`src/rtl/pulse_toggle_tx.sv`:
```
// ============================================================================
// Module      : pulse_toggle_tx
// Description : Toggle-encoded pulse transmitter with a pending-event queue,
//               minimum flip spacing and optional ack-toggle flow control.
// Revision    : 1.0 - initial release
// ============================================================================
`default_nettype none

module pulse_toggle_tx #(
  parameter int CNT_W     = 4,
  parameter int GAP       = 8,
  parameter int HANDSHAKE = 0
) (
  input  logic             clka,
  input  logic             src_rst,
  input  logic             pulse_in,
  input  logic             ack_tog,
  input  logic             clr_ovf,
  output logic             tog_out,
  output logic [CNT_W-1:0] pending,
  output logic             busy,
  output logic             ovf
);

  localparam logic [1:0] ST_IDLE = 2'd0;
  localparam logic [1:0] ST_GAP  = 2'd1;
  localparam logic [1:0] ST_ACK  = 2'd2;

  localparam logic [7:0]       GAP_LOAD = 8'(GAP - 1);
  localparam logic             HS_EN    = (HANDSHAKE != 0);
  localparam logic [CNT_W-1:0] CNT_FULL = {CNT_W{1'b1}};
  localparam logic [CNT_W-1:0] CNT_ONE  = {{(CNT_W-1){1'b0}}, 1'b1};

  logic             tog_q, tog_d;
  logic [CNT_W-1:0] pending_q, pending_d;
  logic             ovf_q, ovf_d;
  logic [7:0]       gap_cnt_q, gap_cnt_d;
  logic [1:0]       state_q, state_d;
  logic             ack_s1_q, ack_s2_q;

  logic ready, work, issue, deq, direct, full, accepted, drop;

  always_comb begin
    ready    = (gap_cnt_q == 8'd0) && (!HS_EN || (ack_s2_q == tog_q));
    work     = (pending_q != '0) || pulse_in;
    issue    = ready && work;
    // The queue drains first; a pulse is consumed directly only when it is empty.
    deq      = issue && (pending_q != '0);
    direct   = issue && (pending_q == '0);
    full     = (pending_q == CNT_FULL);
    drop     = pulse_in && full && !deq;
    accepted = pulse_in && !direct && !drop;

    pending_d = pending_q;
    if (accepted && !deq) pending_d = pending_q + CNT_ONE;
    else if (!accepted && deq) pending_d = pending_q - CNT_ONE;

    tog_d = issue ? ~tog_q : tog_q;

    if (issue) gap_cnt_d = GAP_LOAD;
    else if (gap_cnt_q != 8'd0) gap_cnt_d = gap_cnt_q - 8'd1;
    else gap_cnt_d = 8'd0;

    if (drop) ovf_d = 1'b1;
    else if (clr_ovf) ovf_d = 1'b0;
    else ovf_d = ovf_q;

    // ack_s1_q is what ack_s2_q will hold next cycle.
    if (gap_cnt_d != 8'd0) state_d = ST_GAP;
    else if (HS_EN && (ack_s1_q != tog_d)) state_d = ST_ACK;
    else state_d = ST_IDLE;
  end

  always_ff @(posedge clka or posedge src_rst) begin
    if (src_rst) begin
      tog_q     <= 1'b0;
      pending_q <= '0;
      ovf_q     <= 1'b0;
      gap_cnt_q <= 8'd0;
      state_q   <= ST_IDLE;
      ack_s1_q  <= 1'b0;
      ack_s2_q  <= 1'b0;
    end else begin
      tog_q     <= tog_d;
      pending_q <= pending_d;
      ovf_q     <= ovf_d;
      gap_cnt_q <= gap_cnt_d;
      state_q   <= state_d;
      ack_s1_q  <= ack_tog;
      ack_s2_q  <= ack_s1_q;
    end
  end

  assign tog_out = tog_q;
  assign pending = pending_q;
  assign ovf     = ovf_q;
  assign busy    = (state_q != ST_IDLE) || (pending_q != '0);

endmodule

`default_nettype wire

```
`config.mk`:
```
export PLATFORM = sky130hd
export DESIGN_NAME = pulse_toggle_tx
export DESIGN_NICKNAME = d
export VERILOG_FILES = /design/src/rtl/pulse_toggle_tx.sv
export SDC_FILE = /design/constraint.sdc
export NUM_CORES = 1
export LEC_CHECK = 0
export ABC_AREA = 1
export BUFFER_PORTS_ARGS = -buffer_cell sky130_fd_sc_hd__buf_2
export CAP_MARGIN = 20
export CORE_ASPECT_RATIO = 0.9
export CORE_MARGIN = 5
export CORE_UTILIZATION = 57
export CTS_BUF_LIST = sky130_fd_sc_hd__clkbuf_8
export DETAILED_ROUTE_END_ITERATION = 7
export GPL_ROUTABILITY_DRIVEN = 0
export PLACE_DENSITY = 0.83
export SYNTH_ARGS = -nofsm -noshare
export SYNTH_HDL_FRONTEND = slang
export SYNTH_SLANG_ARGS = --single-unit
```
`constraint.sdc`:
```
create_clock -name clka -period 3.02 [get_ports clka]
set_input_delay 0.453 -clock clka [delete_from_list [all_inputs] [get_ports clka]]
set_output_delay 0.453 -clock clka [all_outputs]
set_load 0.01 [all_outputs]
```
==> results.md, run 1 <==
- TNS Setup: 0 ps
- EDFF count, synth: 0
- Synth Net Count: 125
- CP endpoint kind: flip-flop
- Total power: 1.093 mW
- Starting DRC count in detailed routing: 29
- Sequential area share after synthesis: 41.21%
- Post-synth cell types: 23
- Crit-path slowest cell: dfrtp_1
- Total gr overflow: 0
- Hold WC Path Type: input port to async pin
- Clock Path Buffers: 2
- # Post-CTS Setup Buffers: 0
- Die Ht: 47.93 um
- Synthesized netlist cell count: 114
- Post-CTS Hold Fix Bufs: 0
- Fin. max-slew vios: 0
- Gr usage total: roughly 16%
- WP data required: 3160 ps
- Static leakage power: 0.5804 nW
- Setup Skew: 2.004 ps
- DRT antenna net count: 0
- Number of H-tree levels: 1
- Diode count: 0
- PD cells: 1057 mW/mm2
- CTS buffer count: 3
- Core Region: 0.001480 mm2
- Main synth FF type: dfrtp_1
- Clk root buf: clkbuf_8
- Die width: 52.14 um
- Crit-path cells: inv_1 > ha_1 > nand3_1 > inv_1 > nand2_4 > o211a_1 > ha_1 > inv_1 > ha_1 > a21oi_1 > nand2_1 > a21oi_1 > o21ai_0 > nand2_1 > nand2_1
- Drt drc: 0
- Synthesized area: 910.9 um2
- Post-DP HPWL: 1.321 mm
- Worst-path fanout max: 10
- Arr. time, crit path: 2770 ps
- Layout cells sized above 1: between 10% and 20%
- Port Buffer Count: 10
- Router iterations before antenna repair: 4
- Initial Util: 61.54%
- Reg2reg end: pending[3]$_DFFE_PP0P_
- Fmax: 379.8 MHz
- # resized after CTS: 0
- Synth top area share: 41.21%
- Initial antenna violation count: 0
- Vias in the first global route: about 660
- Max incr delay on CP: 400 ps
- Syn-to-layout area delta: 13.60%
- Pin count of the biggest net entering global routing: 16
- Post-DR vias/cell: 4.953
- Clk_lat worst skew: 250 ps
- Post-Place Setup Slack: 417.1 ps
- Max Cap Viol: 0
- Row count: 13
- Die area: 0.002499 mm2
- Synth top area cells: dfrtp_1 41%, inv_1 9.5%, nand2_1 9.5%
- CTS tree: done
- Post-DR wirelength/cell: 11.43 um
- DR vias: ~740
- Run status: finished clean
- Final #Nets: 140
- Inst Count DP: 146
- Clock transition at path regs: 60 ps
- Leading area contributor after synthesis: dfrtp_1
- Setup crit start kind: flip-flop
- First-pass GRT wire length: 2.842 mm
- Fin cells: 150
- Period utilisation layout: 87.18%
- Synth Area per Inst: 7.990 um2
- Reg-to-reg startpoint: gap_cnt_q[0]$_DFF_PP0_
- Maximum VDD drop: 0.5874 mV
- Reg2reg setup slack: 390 ps
- Worst slew pin tran: between 500 and 600 ps
- FF-to-FF path depth: 15
- Flip-flop and latch count after synthesis: 15
- RSZ-0062 raised after global routing: no
- Relative max-transition margin: 62.17%
- DRT Wirelength: 1.715 mm
- Fraction of registers with async set/reset: 100.0%
- Util after Layout: 69.91%
- Final setup viols: 0
- IO Pins: 12
- CTS Sinks: 15
- Commonest cells post-synth: 23 x inv_1, 23 x nand2_1, 15 x dfrtp_1, 15 x nand3_1, 7 x nor2_1
- Yosys warnings: 0
- Final hold viol count: 0
- Critical path class: flip-flop to flip-flop
- Tmin final: 2633 ps
- Worst setup margin: between 300 and 400 ps
-- critical path: cells and delay by family (launching register included) --
family / cells / cell delay (ps)
fa+ha+maj: 3 / 670
compound gates: 4 / 650
buf+inv: 3 / 420
flops: 1 / 400
simple gates: 5 / 400
-- flip-flops by register name, summed over array words and instances, names as in the netlist --
signal and count:
pending 4, tog_out 1, ovf 1, gap_cnt_q 8
state_q 1
-- cell type report --
class | instances | area [um2]
Sequential cell | 15 | 375.4
Timing Repair Buffer | 10 | 50.05
Fill cell | 116 | 445.4
Clock inverter | 1 | 5.005
Inverter | 24 | 90.09
Multi-Input combinational cell | 75 | 445.4
Tap cell | 22 | 27.53
Clock buffer | 3 | 41.29
-- cells by family (layout without fill, tap and decap cells) --
group / Yosys count / in the layout / synth area share (%)
AOI/OAI and AO/OA: 9 / 9 / 5.769
xor gates and xnor gates: 4 / 4 / 3.847
adders and majority gates: 6 / 6 / 9.066
buffers and inverters: 24 / 38 / 9.889
DFF: 15 / 15 / 41.21
muxes: 1 / 1 / 1.236
and+or+nand+nor: 55 / 55 / 28.98
-- placed cells by master (no fill, tap or decap), drive strengths merged --
cell and n:
a21oi 2, buf 10, clkbuf 3, clkinv 1, dfrtp 15, fa 1
ha 5, inv 24, mux2 1, nand2 26, nand3 15, nand4 2
nor2 10, nor3 1, o211a 1, o211ai 1, o21ai 5, or2 1
xnor2 3, xor2 1
-- report_power, final --
part           total [mW]  internal [mW]  switching (mW)
Clock               0.163         0.0914          0.0713
Combinational       0.528          0.210           0.318
Sequential          0.403          0.297           0.106
Total                1.09          0.598           0.496
-- metal layers --
| layer | routed length [um] | vias up | GRT usage (%) |
|---|---|---|---|
| met5 | 0 | - | 0 |
| met4 | 27 | 0 | 6.122 |
| met3 | 105 | 6 | 6.854 |
| met2 | 762 | 19 | 26.07 |
| met1 | 820 | 329 | 19.88 |
| li1 | - | 389 | - |
-- worst max-delay path by stage --
| stage | slack [ps] | startpoint | cells past startpoint | to |
|---|---|---|---|---|
| 2_1_floorplan | 680 | gap_cnt_q[0]$_DFF_PP0_ | 15 | pending[3]$_DFFE_PP0P_ |
| 3_3_place_gp | 520 | gap_cnt_q[0]$_DFF_PP0_ | 15 | pending[3]$_DFFE_PP0P_ |
| 3_5_place_dp | 420 | gap_cnt_q[0]$_DFF_PP0_ | 15 | pending[3]$_DFFE_PP0P_ |
| 4_1_cts | 400 | gap_cnt_q[0]$_DFF_PP0_ | 15 | pending[3]$_DFFE_PP0P_ |
| 5_1_grt | 170 | gap_cnt_q[0]$_DFF_PP0_ | 15 | pending[3]$_DFFE_PP0P_ |
| 6_report | 390 | gap_cnt_q[0]$_DFF_PP0_ | 15 | pending[3]$_DFFE_PP0P_ |
-- metrics by stage --
| stage | hold slack (ps) | instance area [um2] |
|---|---|---|
| final | 247.8 | 1035 |
| after global routing | 297.9 | 1035 |
| after CTS | 260.3 | 1035 |
| after detailed placement | 492.2 | 988.4 |
| after global placement | 456.9 | 988.4 |
| after floorplan | 354.5 | 910.9 |
Note: power is estimated with default switching activity, not from simulation.
==> inputs of run 2 (changes only) <==
- CORE_MARGIN: 5 -> unset
==> results.md, run 2 (same netlist as run 1, synthesis figures left out) <==
- DRT antenna net count: 0
- PD cells: around 1100 mW/mm2
- CP endpoint kind: flip-flop
- Maximum VDD drop: between 0.6 and 0.7 mV
- IO Pins: 12
- Highest-count cells in the layout ignoring fill and taps: 24 x inv_1, 23 x nand2_1, 15 x nand3_1, 15 x dfrtp_1, 10 x buf_2
- Setup Skew: roughly 2.2 ps
- Syn-to-layout area delta: 12.50%
- Die Ht: 39.93 um
- Inst Count DP: 139
- Fmax: 376.8 MHz
- # resized after CTS: 0
- Max reg flops: 8
- # Post-CTS Setup Buffers: 0
- Initial Util: 62.22%
- Clock transition at path regs: approximately 60 ps
- RSZ-0062 raised after global routing: no
- Max Cap Viol: 0
- Tmin final: 2654 ps
- Port Buffer Count: 10
- Hold WC Path Type: input port to async pin
- Largest Register: gap_cnt_q
- Number of H-tree levels: 1
- Fin cells: 143
- DRT Wirelength: 1.885 mm
- Clock network power share: about 15%
- Final #Nets: 140
- Post-CTS Hold Fix Bufs: 0
- Router iterations before antenna repair: 6
- Starting DRC count in detailed routing: 31
- Logic pwr share: roughly half
- Drt drc: 1
- CTS buffer count: 3
- First-pass GRT wire length: 3.029 mm
- Gr usage total: 25.45%
- Post-DR vias/cell: 5.552
- Int Power: around 600 uW
- Fillers: 108
- Setup crit start kind: flip-flop
- Final hold viol count: 0
- Post-DR wirelength/cell: 13.18 um
- Vias in the first global route: 729
- Clk_lat worst skew: 250 ps
- Total power: 1.108 mW
- Final setup viols: 0
- Die width: 44.14 um
- Diode count: 0
- Period utilisation layout: 87.87%
- Critical path class: flip-flop to flip-flop
- Die area: 0.001762 mm2
- Hold_ws: around 260 ps
- CTS Sinks: 15
- Row count: 13
- Sw Ratio: 46.18%
- CTS tree: done
- DR vias: ~790
- Worst slew pin tran: 592.6 ps
- Worst-path fanout max: 10
- Layout cells sized above 1: between 10% and 20%
- Switching Power: 511.5 uW
- TNS Setup: 0 ps
- Post-DP HPWL: 1.304 mm
- Fin. max-slew vios: 0
- Sequential power share: 36.5%
- Failing checks: design-rule violations
- Arr. time, crit path: 2790 ps
- Static leakage power: 0.5818 nW
- Util after Layout: around 70%
- WP data required: 3160 ps
- Clk root buf: clkbuf_8
- Initial antenna violation count: 0
- Core Region: roughly 0.0015 mm2
- Clock Path Buffers: 2
- Run status: finished with violations
- Relative max-transition margin: 60.45%
- Total gr overflow: 0
- Most common cell after layout, fill and taps aside: inv_1
- Pin count of the biggest net entering global routing: 16
run 2: worst paths after layout:
check,cells after the start,slack (ps),end,startpoint
setup / recovery,15,370,pending[3]$_DFFE_PP0P_,gap_cnt_q[0]$_DFF_PP0_
hold / removal,2,260,tog_out$_DFFE_PP0N_,src_rst
setup reg to reg,15,370,pending[3]$_DFFE_PP0P_,gap_cnt_q[0]$_DFF_PP0_
hold reg to reg,1,480,tog_out$_DFFE_PP0N_,tog_out$_DFFE_PP0N_
max in group asynchronous,2,2370,ovf$_DFFE_PP0P_,src_rst
min in group clka,2,380,ovf$_DFFE_PP0P_,clr_ovf
run 2: layout make-up:
class	count	area, um2	area share [%]
clock buffers	3	41.29	4.029
clock inverters	1	3.754	0.3663
multi-input cells	75	445.4	43.47
flip-flops and latches	15	375.4	36.63
repair buffers	10	50.05	4.884
inverters	24	90.09	8.791
well taps	15	18.77	1.832
run 2: layer usage:
metal / vias up / GRT usage (%) / wire length, um
met5: - / 0 / 0
met4: 0 / 15.91 / 75
met3: 12 / 5.991 / 110
met2: 32 / 44.85 / 884
met1: 366 / 28.21 / 816
li1: 384 / - / -
run 2: power groups by stage:
stage | combinational [mW] | clock [mW] | sequential, mW
after floorplan | 0.388 | 0 | 0.401
after global placement | 0.500 | 0 | 0.394
after detailed placement | 0.529 | 0 | 0.402
after CTS | 0.540 | 0.163 | 0.401
after global routing | 0.618 | 0.170 | 0.418
final | 0.541 | 0.162 | 0.404
run 2: per-stage QoR:
stage          cell area (um2)  setup slack (ps)
2_1_floorplan            910.9             676.7
3_3_place_gp             979.7             533.5
4_1_cts                   1025             372.8
5_1_grt                   1025             78.82
6_report                  1025             366.3
3_5_place_dp             979.7             418.8
run 2: critical path, stage by stage, from the launching register on:
cell and delay (ps):
dfrtp_1 390, inv_1 150, ha_1 180, nand3_1 110
inv_1 120, nand2_4 100, o211a_1 220, ha_1 170
inv_1 150, ha_1 300, a21oi_1 170, nand2_1 100
a21oi_1 160, o21ai_0 110, nand2_1 60, nand2_1 40
